--- config.mk ---
export PLATFORM = sky130hd
export DESIGN_NAME = issue_ctrl
export DESIGN_NICKNAME = d
export VERILOG_FILES = /design/src/rtl/issue_ctrl_pkg.sv /design/src/rtl/issue_decode.sv /design/src/rtl/issue_ctrl.sv
export SDC_FILE = /design/constraint.sdc
export NUM_CORES = 1
export LEC_CHECK = 0
export BUFFER_PORTS_ARGS = -buffer_cell sky130_fd_sc_hd__buf_4
export CAP_MARGIN = 20
export CELL_PAD_IN_SITES_DETAIL_PLACEMENT = 1
export CELL_PAD_IN_SITES_GLOBAL_PLACEMENT = 2
export CORE_ASPECT_RATIO = 1.5
export CORE_MARGIN = 2
export CORE_UTILIZATION = 22
export CTS_CLUSTER_SIZE = 20
export DETAILED_ROUTE_END_ITERATION = 16
export PLACE_DENSITY_LB_ADDON = 0.1
export SKIP_CTS_REPAIR_TIMING = 1
export SLEW_MARGIN = 20
export SYNTH_ARGS = -nofsm -noshare
export SYNTH_HDL_FRONTEND = slang
export SYNTH_SLANG_ARGS = --single-unit
--- constraint.sdc ---
create_clock -name clk -period 7.7 [get_ports clk]
set_input_delay 0.77 -clock clk [delete_from_list [all_inputs] [get_ports clk]]
set_output_delay 0.77 -clock clk [all_outputs]
set_load 0.02 [all_outputs]
--- src/rtl/issue_ctrl_pkg.sv ---
`default_nettype none
// ============================================================================
// Module      : issue_ctrl_pkg
// Description : Shared widths, stall/issue encodings, MIPS opcode/funct
//               constants and the per-slot decode record used by the
//               dual-issue scheduler.
// Revision    : 1.0 - initial release
// ============================================================================
package issue_ctrl_pkg;

  // Bus widths
  localparam int STALLBUS_WD = 6;
  localparam int IB_TO_ID_WD = 130;
  localparam int HILO_CNT_WD = $clog2(33 + 1);

  // Stall bus encoding (per stage bit)
  localparam logic NoStop = 1'b0;
  localparam logic Stop   = 1'b1;

  // Issue mode encoding
  localparam logic SingleIssue = 1'b0;
  localparam logic DualIssue   = 1'b1;

  // Primary opcodes
  localparam logic [5:0] c_OP_SPECIAL = 6'h00;
  localparam logic [5:0] c_OP_REGIMM  = 6'h01;
  localparam logic [5:0] c_OP_J       = 6'h02;
  localparam logic [5:0] c_OP_JAL     = 6'h03;
  localparam logic [5:0] c_OP_BEQ     = 6'h04;
  localparam logic [5:0] c_OP_BNE     = 6'h05;
  localparam logic [5:0] c_OP_BLEZ    = 6'h06;
  localparam logic [5:0] c_OP_BGTZ    = 6'h07;
  localparam logic [5:0] c_OP_LUI     = 6'h0f;
  localparam logic [5:0] c_OP_COP0    = 6'h10;
  localparam logic [5:0] c_OP_LB      = 6'h20;
  localparam logic [5:0] c_OP_LH      = 6'h21;
  localparam logic [5:0] c_OP_LW      = 6'h23;
  localparam logic [5:0] c_OP_LBU     = 6'h24;
  localparam logic [5:0] c_OP_LHU     = 6'h25;
  localparam logic [5:0] c_OP_SB      = 6'h28;
  localparam logic [5:0] c_OP_SH      = 6'h29;
  localparam logic [5:0] c_OP_SW      = 6'h2b;

  // SPECIAL funct codes
  localparam logic [5:0] c_FN_SLL     = 6'h00;
  localparam logic [5:0] c_FN_SRL     = 6'h02;
  localparam logic [5:0] c_FN_SRA     = 6'h03;
  localparam logic [5:0] c_FN_SLLV    = 6'h04;
  localparam logic [5:0] c_FN_SRLV    = 6'h06;
  localparam logic [5:0] c_FN_SRAV    = 6'h07;
  localparam logic [5:0] c_FN_JR      = 6'h08;
  localparam logic [5:0] c_FN_JALR    = 6'h09;
  localparam logic [5:0] c_FN_SYSCALL = 6'h0c;
  localparam logic [5:0] c_FN_BREAK   = 6'h0d;
  localparam logic [5:0] c_FN_MFHI    = 6'h10;
  localparam logic [5:0] c_FN_MTHI    = 6'h11;
  localparam logic [5:0] c_FN_MFLO    = 6'h12;
  localparam logic [5:0] c_FN_MTLO    = 6'h13;
  localparam logic [5:0] c_FN_MULT    = 6'h18;
  localparam logic [5:0] c_FN_MULTU   = 6'h19;
  localparam logic [5:0] c_FN_DIV     = 6'h1a;
  localparam logic [5:0] c_FN_DIVU    = 6'h1b;
  localparam logic [5:0] c_FN_SLT     = 6'h2a;
  localparam logic [5:0] c_FN_SLTU    = 6'h2b;

  // COP0 rs-field sub-ops
  localparam logic [4:0] c_CP0_MF = 5'b00000;
  localparam logic [4:0] c_CP0_MT = 5'b00100;

  // Per-slot decode summary; dest==0 means "writes nothing"
  typedef struct packed {
    logic [4:0] rs;
    logic [4:0] rt;
    logic [4:0] dest;
    logic       rs_rd;
    logic       rt_rd;
    logic       is_mem;
    logic       is_load;
    logic       is_br;
    logic       is_hilo;
    logic       is_mul;
    logic       is_div;
    logic       is_priv;
  } dec_t;

  // True when the decoded instruction reads architectural register r (r!=0)
  function automatic logic reads_reg(input dec_t d, input logic [4:0] r);
    return (r != 5'd0) && ((d.rs_rd && (d.rs == r)) || (d.rt_rd && (d.rt == r)));
  endfunction

endpackage
`default_nettype wire

--- src/rtl/issue_decode.sv ---
`default_nettype none
// ============================================================================
// Module      : issue_decode
// Description : Combinational class decode of one instruction word for the
//               issue scheduler: source read flags, destination register and
//               class flags (mem / branch / HI-LO / privileged).
// Ports       : inst_i - 32-bit instruction word
//               dec_o  - decode record (see issue_ctrl_pkg::dec_t)
// Revision    : 1.0 - initial release
// ============================================================================
module issue_decode
  import issue_ctrl_pkg::*;
(
  input  logic [31:0] inst_i,
  output dec_t        dec_o
);

  logic [5:0] w_op;
  logic [5:0] w_fn;
  logic [4:0] w_rs;
  logic [4:0] w_rt;
  logic [4:0] w_rd;
  logic       w_unused_shamt;

  assign w_op           = inst_i[31:26];
  assign w_rs           = inst_i[25:21];
  assign w_rt           = inst_i[20:16];
  assign w_rd           = inst_i[15:11];
  assign w_fn           = inst_i[5:0];
  assign w_unused_shamt = ^inst_i[10:6];

  always_comb begin
    dec_o    = '0;
    dec_o.rs = w_rs;
    dec_o.rt = w_rt;
    case (w_op)
      c_OP_SPECIAL: begin
        case (w_fn)
          c_FN_SLL, c_FN_SRL, c_FN_SRA: begin
            dec_o.rt_rd = 1'b1;
            dec_o.dest  = w_rd;
          end
          c_FN_SLLV, c_FN_SRLV, c_FN_SRAV: begin
            dec_o.rs_rd = 1'b1;
            dec_o.rt_rd = 1'b1;
            dec_o.dest  = w_rd;
          end
          c_FN_JR: begin
            dec_o.rs_rd = 1'b1;
            dec_o.is_br = 1'b1;
          end
          c_FN_JALR: begin
            dec_o.rs_rd = 1'b1;
            dec_o.is_br = 1'b1;
            dec_o.dest  = w_rd;
          end
          c_FN_SYSCALL, c_FN_BREAK: dec_o.is_priv = 1'b1;
          c_FN_MFHI, c_FN_MFLO: begin
            dec_o.dest    = w_rd;
            dec_o.is_hilo = 1'b1;
          end
          c_FN_MTHI, c_FN_MTLO: begin
            dec_o.rs_rd   = 1'b1;
            dec_o.is_hilo = 1'b1;
          end
          c_FN_MULT, c_FN_MULTU: begin
            dec_o.rs_rd   = 1'b1;
            dec_o.rt_rd   = 1'b1;
            dec_o.is_hilo = 1'b1;
            dec_o.is_mul  = 1'b1;
          end
          c_FN_DIV, c_FN_DIVU: begin
            dec_o.rs_rd   = 1'b1;
            dec_o.rt_rd   = 1'b1;
            dec_o.is_hilo = 1'b1;
            dec_o.is_div  = 1'b1;
          end
          default: begin
            // add/addu/sub/subu/and/or/xor/nor (0x20-0x27) and slt/sltu
            if ((w_fn[5:3] == 3'b100) || (w_fn == c_FN_SLT) || (w_fn == c_FN_SLTU)) begin
              dec_o.rs_rd = 1'b1;
              dec_o.rt_rd = 1'b1;
              dec_o.dest  = w_rd;
            end
          end
        endcase
      end
      c_OP_REGIMM: begin
        dec_o.rs_rd = 1'b1;
        dec_o.is_br = 1'b1;
        // bltzal/bgezal have rt[4] set and link into $31
        if (w_rt[4]) dec_o.dest = 5'd31;
      end
      c_OP_J: dec_o.is_br = 1'b1;
      c_OP_JAL: begin
        dec_o.is_br = 1'b1;
        dec_o.dest  = 5'd31;
      end
      c_OP_BEQ, c_OP_BNE: begin
        dec_o.rs_rd = 1'b1;
        dec_o.rt_rd = 1'b1;
        dec_o.is_br = 1'b1;
      end
      c_OP_BLEZ, c_OP_BGTZ: begin
        dec_o.rs_rd = 1'b1;
        dec_o.is_br = 1'b1;
      end
      c_OP_LUI: dec_o.dest = w_rt;
      c_OP_COP0: begin
        dec_o.is_priv = 1'b1;
        if (w_rs == c_CP0_MF) dec_o.dest  = w_rt;
        if (w_rs == c_CP0_MT) dec_o.rt_rd = 1'b1;
      end
      c_OP_LB, c_OP_LH, c_OP_LW, c_OP_LBU, c_OP_LHU: begin
        dec_o.rs_rd   = 1'b1;
        dec_o.dest    = w_rt;
        dec_o.is_mem  = 1'b1;
        dec_o.is_load = 1'b1;
      end
      c_OP_SB, c_OP_SH, c_OP_SW: begin
        dec_o.rs_rd  = 1'b1;
        dec_o.rt_rd  = 1'b1;
        dec_o.is_mem = 1'b1;
      end
      default: begin
        // addi..xori (0x08-0x0e): rs source, rt destination
        if (w_op[5:3] == 3'b001) begin
          dec_o.rs_rd = 1'b1;
          dec_o.dest  = w_rt;
        end
      end
    endcase
  end

endmodule
`default_nettype wire

--- src/rtl/issue_ctrl.sv ---
`default_nettype none
// ============================================================================
// Module      : issue_ctrl
// Description : Dual-issue scheduler between the instruction buffer and the
//               two decode slots. Chooses none/single/dual issue, drives the
//               buffer pop controls, masks slot-2 valid and requests a stall
//               for load-use and HI/LO-busy hazards.
// Ports       : clk, rst (async, active-low), flush
//               stall              - stall bus, bit 2 = decode stage
//               ib_to_id_bus       - {v2, pc2, inst2, v1, pc1, inst1}
//               issue_o            - pop request to the buffer
//               issue_mode_o       - SingleIssue / DualIssue
//               id_valid_o         - {slot2, slot1} valids to ID
//               stallreq_for_issue - hazard stall request
// Revision    : 1.0 - initial release
// ============================================================================
module issue_ctrl
  import issue_ctrl_pkg::*;
#(
  parameter int MUL_CYCLES = 2,
  parameter int DIV_CYCLES = 33
) (
  input  logic                   clk,
  input  logic                   rst,
  input  logic                   flush,
  input  logic [STALLBUS_WD-1:0] stall,
  input  logic [IB_TO_ID_WD-1:0] ib_to_id_bus,
  output logic                   issue_o,
  output logic                   issue_mode_o,
  output logic [1:0]             id_valid_o,
  output logic                   stallreq_for_issue
);

  localparam int c_CNT_WD = $clog2(DIV_CYCLES + 1);

  // Registered state
  logic                ld_vld_q,   ld_vld_d;
  logic [4:0]          ld_dest_q,  ld_dest_d;
  logic [c_CNT_WD-1:0] hilo_cnt_q, hilo_cnt_d;

  // Decode
  dec_t w_dec1;
  dec_t w_dec2;

  issue_decode u_dec1 (.inst_i(ib_to_id_bus[31:0]),  .dec_o(w_dec1));
  issue_decode u_dec2 (.inst_i(ib_to_id_bus[96:65]), .dec_o(w_dec2));

  logic w_stop;
  logic w_v1, w_v2;
  logic w_hilo_busy;
  logic w_blk1, w_blk2;
  logic w_pair_ok;
  logic w_issue, w_dual;
  logic w_set_div, w_set_mul;
  logic w_unused;

  // PCs and the other stall bits are only carried for other consumers
  assign w_unused = ^{ib_to_id_bus[63:32], ib_to_id_bus[128:97],
                      stall[STALLBUS_WD-1:3], stall[1:0]};

  assign w_stop = (stall[2] == Stop);
  // Flush forces every output low, so it simply kills both slot valids
  assign w_v1   = ib_to_id_bus[64]  & ~w_stop & ~flush;
  assign w_v2   = ib_to_id_bus[129] & ~w_stop & ~flush;

  assign w_hilo_busy = (hilo_cnt_q != '0);

  assign w_blk1 = (ld_vld_q & reads_reg(w_dec1, ld_dest_q)) | (w_hilo_busy & w_dec1.is_hilo);
  assign w_blk2 = (ld_vld_q & reads_reg(w_dec2, ld_dest_q)) | (w_hilo_busy & w_dec2.is_hilo);

  // A branch in slot 2 is held back so it travels with its delay slot;
  // a branch in slot 1 is free to pair with the delay slot behind it.
  assign w_pair_ok = ~w_blk2
                   & ~reads_reg(w_dec2, w_dec1.dest)
                   & ~((w_dec1.dest != 5'd0) && (w_dec1.dest == w_dec2.dest))
                   & ~(w_dec1.is_mem  & w_dec2.is_mem)
                   & ~(w_dec1.is_hilo & w_dec2.is_hilo)
                   & ~(w_dec1.is_priv | w_dec2.is_priv)
                   & ~w_dec2.is_br;

  assign w_issue = w_v1 & ~w_blk1;
  assign w_dual  = w_issue & w_v2 & w_pair_ok;

  assign issue_o            = w_issue;
  assign issue_mode_o       = w_dual ? DualIssue : SingleIssue;
  assign id_valid_o         = {w_dual, w_issue};
  assign stallreq_for_issue = w_v1 & w_blk1;

  // Both slots can never carry HI/LO ops together, so at most one of these fires
  assign w_set_div = (w_issue & w_dec1.is_div) | (w_dual & w_dec2.is_div);
  assign w_set_mul = (w_issue & w_dec1.is_mul) | (w_dual & w_dec2.is_mul);

  // Load-use scoreboard: remembers the youngest load issued in the last
  // advancing cycle; any advancing cycle without a load ages it out.
  always_comb begin
    ld_vld_d  = ld_vld_q;
    ld_dest_d = ld_dest_q;
    if (flush) begin
      ld_vld_d  = 1'b0;
      ld_dest_d = 5'd0;
    end else if (!w_stop) begin
      if (w_dual && w_dec2.is_load) begin
        ld_vld_d  = 1'b1;
        ld_dest_d = w_dec2.dest;
      end else if (w_issue && w_dec1.is_load) begin
        ld_vld_d  = 1'b1;
        ld_dest_d = w_dec1.dest;
      end else begin
        ld_vld_d  = 1'b0;
        ld_dest_d = 5'd0;
      end
    end
  end

  // HI/LO busy counter tracks real time of the multiplier/divider, so it
  // keeps counting through decode stalls.
  always_comb begin
    hilo_cnt_d = hilo_cnt_q;
    if (flush) begin
      hilo_cnt_d = '0;
    end else if (w_set_div) begin
      hilo_cnt_d = c_CNT_WD'(DIV_CYCLES);
    end else if (w_set_mul) begin
      hilo_cnt_d = c_CNT_WD'(MUL_CYCLES);
    end else if (w_hilo_busy) begin
      hilo_cnt_d = hilo_cnt_q - c_CNT_WD'(1);
    end
  end

  always_ff @(posedge clk or negedge rst) begin
    if (!rst) begin
      ld_vld_q   <= 1'b0;
      ld_dest_q  <= 5'd0;
      hilo_cnt_q <= '0;
    end else begin
      ld_vld_q   <= ld_vld_d;
      ld_dest_q  <= ld_dest_d;
      hilo_cnt_q <= hilo_cnt_d;
    end
  end

endmodule
`default_nettype wire

Word level (Yosys, flattened, before mapping)
Cells that the tools add are included.
{ "word_totals": {"reg_bits": 12, "in_bits": 139, "out_inout_bits": 5} }
{ "op_classes": {"add_sub_neg": 1, "n_eq_ne": 86, "mux": 53, "bitwise": 39, "reduce_logical": 65} }
{ "op_table": {"columns": ["operator", "count"], "rows": [
  ["equality test 6 bit, second input constant", 20],
  ["equality test 6 x 5 -> 1 bit, second input constant", 18],
  ["equality test 6 x 3 -> 1 bit, second input constant", 14],
  ["OR reduction 8 bit", 8],
  ["equality test 6 x 4 -> 1 bit, second input constant", 10],
  ["case mux 5 bit (6 select lines)", 2],
  ["equality test 6 x 2 -> 1 bit, second input constant", 8],
  ["two-way mux 5 bit", 8],
  ["two-way mux 6 bit", 6],
  ["OR reduction 9 bit", 4],
  ["equality test 5 bit", 7],
  ["OR reduction 13 bit", 2],
  ["AND 1 bit", 24],
  ["logical NOT 6 bit", 4],
  ["OR reduction 11 bit", 2],
  ["OR reduction 7 bit", 3],
  ["two-way mux 1 bit", 20],
  ["case mux 5 bit (2 select lines)", 2],
  ["OR reduction 10 bit", 2],
  ["OR reduction 5 bit", 4],
  ["two-way mux 7 bit", 2],
  ["case mux 1 bit (2 select lines)", 7],
  ["OR reduction 2 bit", 7],
  ["equality test 6 x 1 -> 1 bit, second input constant", 2],
  ["other kinds (17)", 58]
]} }

Longest topological paths before layout
Gate-level depths: netlist of the first run.
{ "logic_depth": {"ltp_word": 24, "depth_mapped": 12} }

Hierarchy
A second synthesis of the first run with hierarchy kept.
{ "unflattened": {"cells_unflattened": 310, "hier_area_um2": 2481.1} }
{ "by_module_without_submodules": {"columns": ["module", "n_inst", "cells_each", "area_per_inst_um2", "seq_area_each_um2"], "rows": [
  ["issue_decode", 2, 82, 635.6, 0.0],
  ["issue_ctrl", 1, 146, 1209.9, 300.3]
]} }

Worst setup path before layout of the first run
OpenSTA, ideal clock, no wires.
{ "synth_timing": {"path_type": "input-to-output", "startpoint": "input ib_to_id_bus[27]", "endpoint": "output id_valid_o[1]", "arrival_ns": 3.233, "required_time_ns": 6.930, "setup_slack_ns": 3.697, "cell_stages": 12, "path_cell_list": "buf_2 > nor4b_2 > nor4_1 > nand2_2 > a21boi_1 > a21oi_1 > or4_1 > nor2_1 > inv_1 > a21oi_1 > and2_1 > buf_4"} }
{ "synth_between": {"elab_chain_cells": 15, "elab_cells_between_ends": 64, "cone_classes": "eq/ne: 20; mux: 6; bitwise: 21; reduce/logical: 17"} }
{ "synth_rtl": {"columns": ["element", "line", "text"], "rows": [
  ["from (decl)", "issue_ctrl.sv:27", "input logic [IB_TO_ID_WD-1:0] ib_to_id_bus,"],
  ["equality test 6 x 2 -> 1 bit, or another cell as far along", "issue_decode.sv:36", "case (w_op)"],
  ["OR reduction 8 bit (no line) or OR reduction 6 bit (tied branches)", null, null],
  ["case mux 5 bit (6 select lines)", "issue_decode.sv:36", null],
  ["equality test 5 bit", "issue_ctrl_pkg.sv:88", "return (r != 5'd0) && ((d.rs_rd && (d.rs == r)) || (d.rt_rd && (d.rt == r)));"],
  ["logical AND 1 bit", "issue_ctrl_pkg.sv:88", null],
  ["logical OR 1 bit", "issue_ctrl_pkg.sv:88", null],
  ["logical AND 1 bit", "issue_ctrl_pkg.sv:88", null],
  ["inverter 1 bit", "issue_ctrl.sv:74", "& ~reads_reg(w_dec2, w_dec1.dest)"],
  ["AND 1 bit", "issue_ctrl.sv:74", null],
  ["AND 1 bit", "issue_ctrl.sv:75", "& ~((w_dec1.dest != 5'd0) && (w_dec1.dest == w_dec2.dest))"],
  ["AND 1 bit", "issue_ctrl.sv:76", "& ~(w_dec1.is_mem & w_dec2.is_mem)"],
  ["AND 1 bit", "issue_ctrl.sv:77", "& ~(w_dec1.is_hilo & w_dec2.is_hilo)"],
  ["AND 1 bit", "issue_ctrl.sv:78", "& ~(w_dec1.is_priv | w_dec2.is_priv)"],
  ["AND 1 bit", "issue_ctrl.sv:79", "& ~w_dec2.is_br;"],
  ["AND 1 bit (*)", "issue_ctrl.sv:82", "assign w_dual = w_issue & w_v2 & w_pair_ok;"],
  ["to (decl)", "issue_ctrl.sv:30", "output logic [1:0] id_valid_o,"]
]} }
Mark *: on every way between the ends. The rest lies on a longest branch, timed or not.

Worst setup path after layout of the first run
{ "layout_timing": {"startpoint": "input ib_to_id_bus[29]", "endpoint": "output issue_mode_o"} }
{ "layout_between": {"elab_chain_cells": 16, "elab_cells_between_ends": 67, "cone_classes": "eq/ne: 21; mux: 8; bitwise: 21; reduce/logical: 17"} }
{ "layout_rtl": {"columns": ["element", "line", "text"], "rows": [
  ["equality test 6 x 2 -> 1 bit, or another cell as far along", "issue_decode.sv:36", null],
  ["OR reduction 8 bit (no line), or another cell as far along", null, null],
  ["case mux 5 bit (6 select lines)", "issue_decode.sv:36", null],
  ["equality test 5 bit", "issue_ctrl_pkg.sv:88", null],
  ["logical AND 1 bit", "issue_ctrl_pkg.sv:88", null],
  ["logical OR 1 bit", "issue_ctrl_pkg.sv:88", null],
  ["logical AND 1 bit", "issue_ctrl_pkg.sv:88", null],
  ["inverter 1 bit", "issue_ctrl.sv:74", null],
  ["AND 1 bit", "issue_ctrl.sv:74", null],
  ["AND 1 bit", "issue_ctrl.sv:75", null],
  ["AND 1 bit", "issue_ctrl.sv:76", null],
  ["AND 1 bit", "issue_ctrl.sv:77", null],
  ["AND 1 bit", "issue_ctrl.sv:78", null],
  ["AND 1 bit", "issue_ctrl.sv:79", null],
  ["AND 1 bit (*)", "issue_ctrl.sv:82", null],
  ["two-way mux 1 bit (*)", "issue_ctrl.sv:85", "assign issue_mode_o = w_dual ? DualIssue : SingleIssue;"],
  ["to (decl)", "issue_ctrl.sv:29", "output logic issue_mode_o,"]
]} }
Marked as above.

==> reports/qor.yml, run 1 <==
path_depth: 12
diodes: 0
die-height_um: 123
startpoint_type: "input port"
areaGrowthSynthToFinish_pct: 30.4
reg2reg_depth: 10
worstSkewPairLatency_ns: 0.23
syn_area_per_cell_sq_um: 7.13
fillers: 1156
synth_edf_count: 0
ant_nets: 0
numCtsBuffers: 3
grt_pass1_wl_mm: 13.2
ys_top_cells_by_count: "35 x a21oi_1, 24 x xnor2_1, 23 x nand2_1"
critPathSlowestCell: "a21oi_1"
critPathArrivalTime_ns: 3.87
synthTopCellsByArea: "dfrtp_1 15%, xnor2_1 10%, a21oi_1 8.5%"
cp_cell_sequence: "buf_4 > nor3_1 > nand3_1 > a31oi_1 > a22oi_1 > a21oi_1 > xnor2_1 > nand4_1 > o22ai_1 > a21oi_1 > and2_1 > buf_4"
drc_errors: 0
reg2reg_to: "ld_dest_q[0]"
timing.slew.headroom: 0.437
worstReg2RegStart: "ld_dest_q[1]"
final_cell_count_no_fill: 456
first_pass_iters: 4
crit_buf_inv: 2
worstSetupPathType: "input port to output pin"
dieArea_sq_um: 10200
dpl.hpwl_mm: 6.82
clockBufferDepth: 2
synth_area_leader_cell: "dfrtp_1"
critical-path-max-stage-delay_ns: 0.59
synth_cell_types: 58
finalSetupViolations: 0
finalHoldViolCount: 0
io_buffers: 64
slew_viol_final: 0
cp_top_family: "compound AO/OA/AOI/OAI gates"
end_kind: "output pin"
setup_tns_ns: 0
die_w_um: 83.2
cts.sinks: 12
path_clk_slew_ns: 0.04
final_core_util: 0.293
ys_seq_elements: 12
power_uw: 416
wirelength_mm: 8.15
nets: 485
num_vias: 2361
leakagePower_nw: 1.06
required_ns: 6.93
grt_pass1_vias: 2453
rsz0062_at_grt: "no"
synth.most_common_cell: "a21oi_1"
min_period_ns: 4.64
grt_max_degree: 17
antenna_found_initial: 0
drv_cap: 0
routabilityCongestion: 0.786
htree_levels: 1
synthArstFlopShare: 1.00
fin_crit_sh: 0.603
worstMarginPinSlew_ns: 0.837
grt.total_usage: 0.161
ioPinCount: 144
syn_nets: 430
path_max_fanout: 13
r2r_slack_ns: 4.15
grt_remaining_overflow: 0
ir_drop_uv: 106
finalClockSkew_ns: 0.00141
drive_gt1_frac: 0.230
ys_warn_count: 0
power_density_nw_per_um2: 154
ys.flop_type: "dfrtp_1"
hold_path.class: "input port to asynchronous set/reset pin"
syn_inst: 290
cts_tree: "done"
max_freq_mhz: 215
drt-initial-drc-count: 83
vias_per_cell: 5.18
dp.cells: 452
synth_area_sq_um: 2070
core_sq_um: 9200
cts_root_buf: "clkbuf_16"
start_util: 0.225
wl_per_cell_um: 17.9
status: "finished clean"
rows: 43
ys_seq_area_frac: 0.145
synth_top_area_frac: 0.145
[logic make-up (layout without fill, tap and decap cells)]
family / after synthesis / after routing / share of synthesized area
buf+inv: 29 / 83 / 0.0659
simple gates: 124 / 124 / 0.347
fa+ha+maj: 1 / 1 / 0.00605
flops: 12 / 12 / 0.145
xor+xnor: 40 / 40 / 0.169
compound gates: 84 / 84 / 0.266
[metal layers]
metal	GRT usage	part of all wire
met5	0	0
met2	0.308	0.55
met3	0.00471	0.017
met1	0.204	0.43
met4	0.0246	0.0033
[layout by cell type, fill, tap and decap left out, types with 6 or more instances in the layout]
cell type  synthesis  routed
nand3_1           11      11
nor3_1            13      13
nand4_1           10      10
xor2_1            16      16
xnor2_1           24      24
nand2_1           23      23
inv_1             15      15
a21oi_1           35      35
o21ai_0            7       7
a221oi_1           6       6
buf_4              3      64
nor2_1            19      19
dfrtp_1           12      12
a22oi_1            6       6
[per-stage QoR]
stage / cell area [sq um] / hold WS (ns) / setup WS (ns)
after floorplan: 2070 / 0.474 / 3.70
after global placement: 2610 / 0.505 / 3.02
after detailed placement: 2610 / 0.520 / 3.03
after CTS: 2700 / 0.369 / 3.00
after global routing: 2700 / 0.370 / 2.65
final: 2700 / 0.368 / 3.06
[report_power, final]
group | leakage, nW | switching, mW | total, mW | internal (mW)
clock network | 0.0442 | 0.0248 | 0.103 | 0.0782
registers | 0.163 | 0.0142 | 0.0915 | 0.0773
logic | 0.851 | 0.122 | 0.221 | 0.0991
total | 1.06 | 0.161 | 0.416 | 0.255
[cell type report]
type,instances,area (sq um),share of cell area
Inverter,15,56.3,0.0209
Multi-Input combinational cell,249,1630,0.605
Clock buffer,4,88.8,0.0329
Timing Repair Buffer,64,480,0.178
Sequential cell,12,300,0.111
Tap cell,112,140,0.0519
[worst register-to-register path, stage by stage, from the launching register on]
cell and delay [ns]:
dfrtp_1 0.50, or4_4 0.58, o21ai_2 0.19, nor4_1 0.11
o21ai_2 0.07, o221ai_2 0.10, or4b_4 0.54, or3_1 0.44
a21oi_1 0.30, nand3b_1 0.30, o221ai_1 0.32
[sequential cells by signal, summed over array words and instances (netlist names)]
signal	count
ld_dest_q	5
ld_vld_q	1
hilo_cnt_q	6
[how the worst max path moves through the flow]
stage | slack (ns) | endpoint | start
5_1_grt | 2.65 | id_valid_o[1] | ib_to_id_bus[29]
3_3_place_gp | 3.02 | id_valid_o[1] | ib_to_id_bus[29]
2_1_floorplan | 3.70 | id_valid_o[1] | ib_to_id_bus[27]
6_report | 3.06 | issue_mode_o | ib_to_id_bus[29]
3_5_place_dp | 3.03 | issue_mode_o | ib_to_id_bus[29]
4_1_cts | 3.00 | issue_mode_o | ib_to_id_bus[29]
No activity file was read; power rests on OpenSTA's default activity.
==> inputs of run 2 (changes only) <==
--- a/config.mk
+++ b/config.mk
@@ -11,7 +11,7 @@
 export CELL_PAD_IN_SITES_GLOBAL_PLACEMENT = 2
 export CORE_ASPECT_RATIO = 1.5
 export CORE_MARGIN = 2
-export CORE_UTILIZATION = 22
+export CORE_UTILIZATION = 20
 export CTS_CLUSTER_SIZE = 20
 export DETAILED_ROUTE_END_ITERATION = 16
 export PLACE_DENSITY_LB_ADDON = 0.1
==> constraint.sdc (replaced) <==
create_clock -name clk -period 4.6 [get_ports clk]
set_input_delay 0.46 -clock clk [delete_from_list [all_inputs] [get_ports clk]]
set_output_delay 0.46 -clock clk [all_outputs]
set_load 0.02 [all_outputs]
==> reports/qor.yml, run 2 (synthesis gave the netlist of run 1 again) <==
worstReg2RegStart: "ld_dest_q[1]"
die-height_um: 129
diodes: 0
antenna_found_initial: 0
first_pass_iters: 4
vias_per_cell: 5.07
worstSetupPathType: "input port to output pin"
startpoint_type: "input port"
final_cell_count_no_fill: 464
grt_max_degree: 17
fillers: 1243
reg2reg_depth: 10
drt-initial-drc-count: 59
reg2reg_to: "ld_dest_q[3]"
drc_errors: 0
gr-usage-met1: 0.186
routabilityCongestion: 0.745
required_ns: 4.14
setup_tns_ns: 0
rsz0062_at_grt: "no"
fin_crit_sh: 0.841
nets: 488
cts.sinks: 12
finalHoldViolCount: 0
swShare: 0.385
ir_drop_uv: 117
clockBufferDepth: 2
p_int_uw: 430
pwr-share-seq: 0.221
timing.slew.headroom: 0.404
num_vias: 2353
whs_ns: 0.0504
power_uw: 699
pwr-share-comb: 0.523
layout_commonest_cell: "buf_4"
top_register: "hilo_cnt_q"
r2r_slack_ns: 1.20
reg.largest.list: "hilo_cnt_q: 6 flops, ld_dest_q: 5 flops, ld_vld_q: 1 flops"
grt_remaining_overflow: 0
min_period_ns: 3.87
io_buffers: 64
worstSkewPairLatency_ns: 0.24
dpl_worst_slack_ns: 0.666
leakagePower_nw: 1.07
grt_pass1_wl_mm: 13.7
finalClockSkew_ns: 0.00244
final_cell_mix: "67 x buf_4, 35 x a21oi_1, 24 x xnor2_1, 23 x nand2_1, 19 x nor2_1"
use_met3: 0.00706
startpoint: "ib_to_id_bus[29]"
busiest_layer: "met2"
grt_pass1_vias: 2598
ant_nets: 0
largest_register_ff_count: 6
critPathArrivalTime_ns: 3.41
hold_path.class: "input port to asynchronous set/reset pin"
core_sq_um: 10100
cts_root_buf: "clkbuf_16"
status: "finished clean"
areaGrowthSynthToFinish_pct: 31.8
drive_gt1_frac: 0.236
ioPinCount: 144
clkPwrFrac: 0.256
wl_per_cell_um: 17.9
path_clk_slew_ns: 0.04
crit_path_end: "id_valid_o[1]"
dieArea_sq_um: 11200
htree_levels: 1
wirelength_mm: 8.31
rows: 45
path_max_fanout: 13
worstMarginPinSlew_ns: 0.886
die_w_um: 87.0
grt.total_usage: 0.155
power_density_nw_per_um2: 256
drv_cap: 0
switchingPower_uw: 269
slew_viol_final: 0
grtUsageMet2: 0.298
numCtsBuffers: 3
finalSetupViolations: 0
dpl.hpwl_mm: 7.00
cts_tree: "done"
start_util: 0.205
end_kind: "output pin"
max_freq_mhz: 258
finalWorstSetupSlack_ns: 0.731
dp.cells: 460
==> run 2: cell types whose count changed in the layout (fill, tap and decap cells not counted) <==
cell	delta
buf_4	+3
==> run 2: how the worst min path moves through the flow <==
| stage | from | cells past startpoint | slack, ns | to |
|---|---|---|---|---|
| detailed placement | rst | 1 | 0.31 | hilo_cnt_q[5] |
| finish | rst | 1 | 0.05 | hilo_cnt_q[3] |
| floorplan | rst | 0 | 0.16 | hilo_cnt_q[0] |
| global route | rst | 1 | 0.05 | hilo_cnt_q[5] |
| CTS | rst | 1 | 0.05 | hilo_cnt_q[5] |
| global placement | rst | 1 | 0.31 | hilo_cnt_q[4] |
==> run 2: cell type report <==
type / instances / area, sq um / area share
clock buffer: 4 / 88.8 / 0.0326
inverter: 15 / 56.3 / 0.0207
multi-input combinational: 249 / 1630 / 0.598
sequential: 12 / 300 / 0.110
tap: 117 / 146 / 0.0537
timing repair buffer: 67 / 503 / 0.184
==> run 2: power by group through the flow <==
| stage | clock, mW | combinational, mW | sequential, mW |
|---|---|---|---|
| 2_1_floorplan | 0 | 0.253 | 0.149 |
| 3_3_place_gp | 0 | 0.371 | 0.155 |
| 3_5_place_dp | 0 | 0.372 | 0.156 |
| 4_1_cts | 0.184 | 0.375 | 0.155 |
| 5_1_grt | 0.187 | 0.422 | 0.157 |
| 6_report | 0.179 | 0.366 | 0.154 |
==> run 2: metrics by stage <==
stage	util	area, sq um
after CTS	0.271	2730
after floorplan	-	2070
after global placement	0.262	2640
after detailed placement	0.262	2640
final	0.271	2730
after global routing	0.271	2730
==> run 2: routing by layer <==
| metal | share of wire | routed length (um) |
|---|---|---|
| met3 | 0.022 | 181 |
| met4 | 0.0055 | 46 |
| met5 | 0 | 0 |
| met2 | 0.55 | 4570 |
| met1 | 0.42 | 3510 |
==> run 2: worst max-delay path, cell delays in order <==
cell,delay [ns]
buf_4,0.16
nor3_1,0.42
nand3_1,0.12
a31oi_1,0.47
a22oi_1,0.14
a21oi_1,0.56
xnor2_1,0.19
nand4_1,0.12
o22ai_1,0.27
a21oi_1,0.16
and2_1,0.17
buf_4,0.15
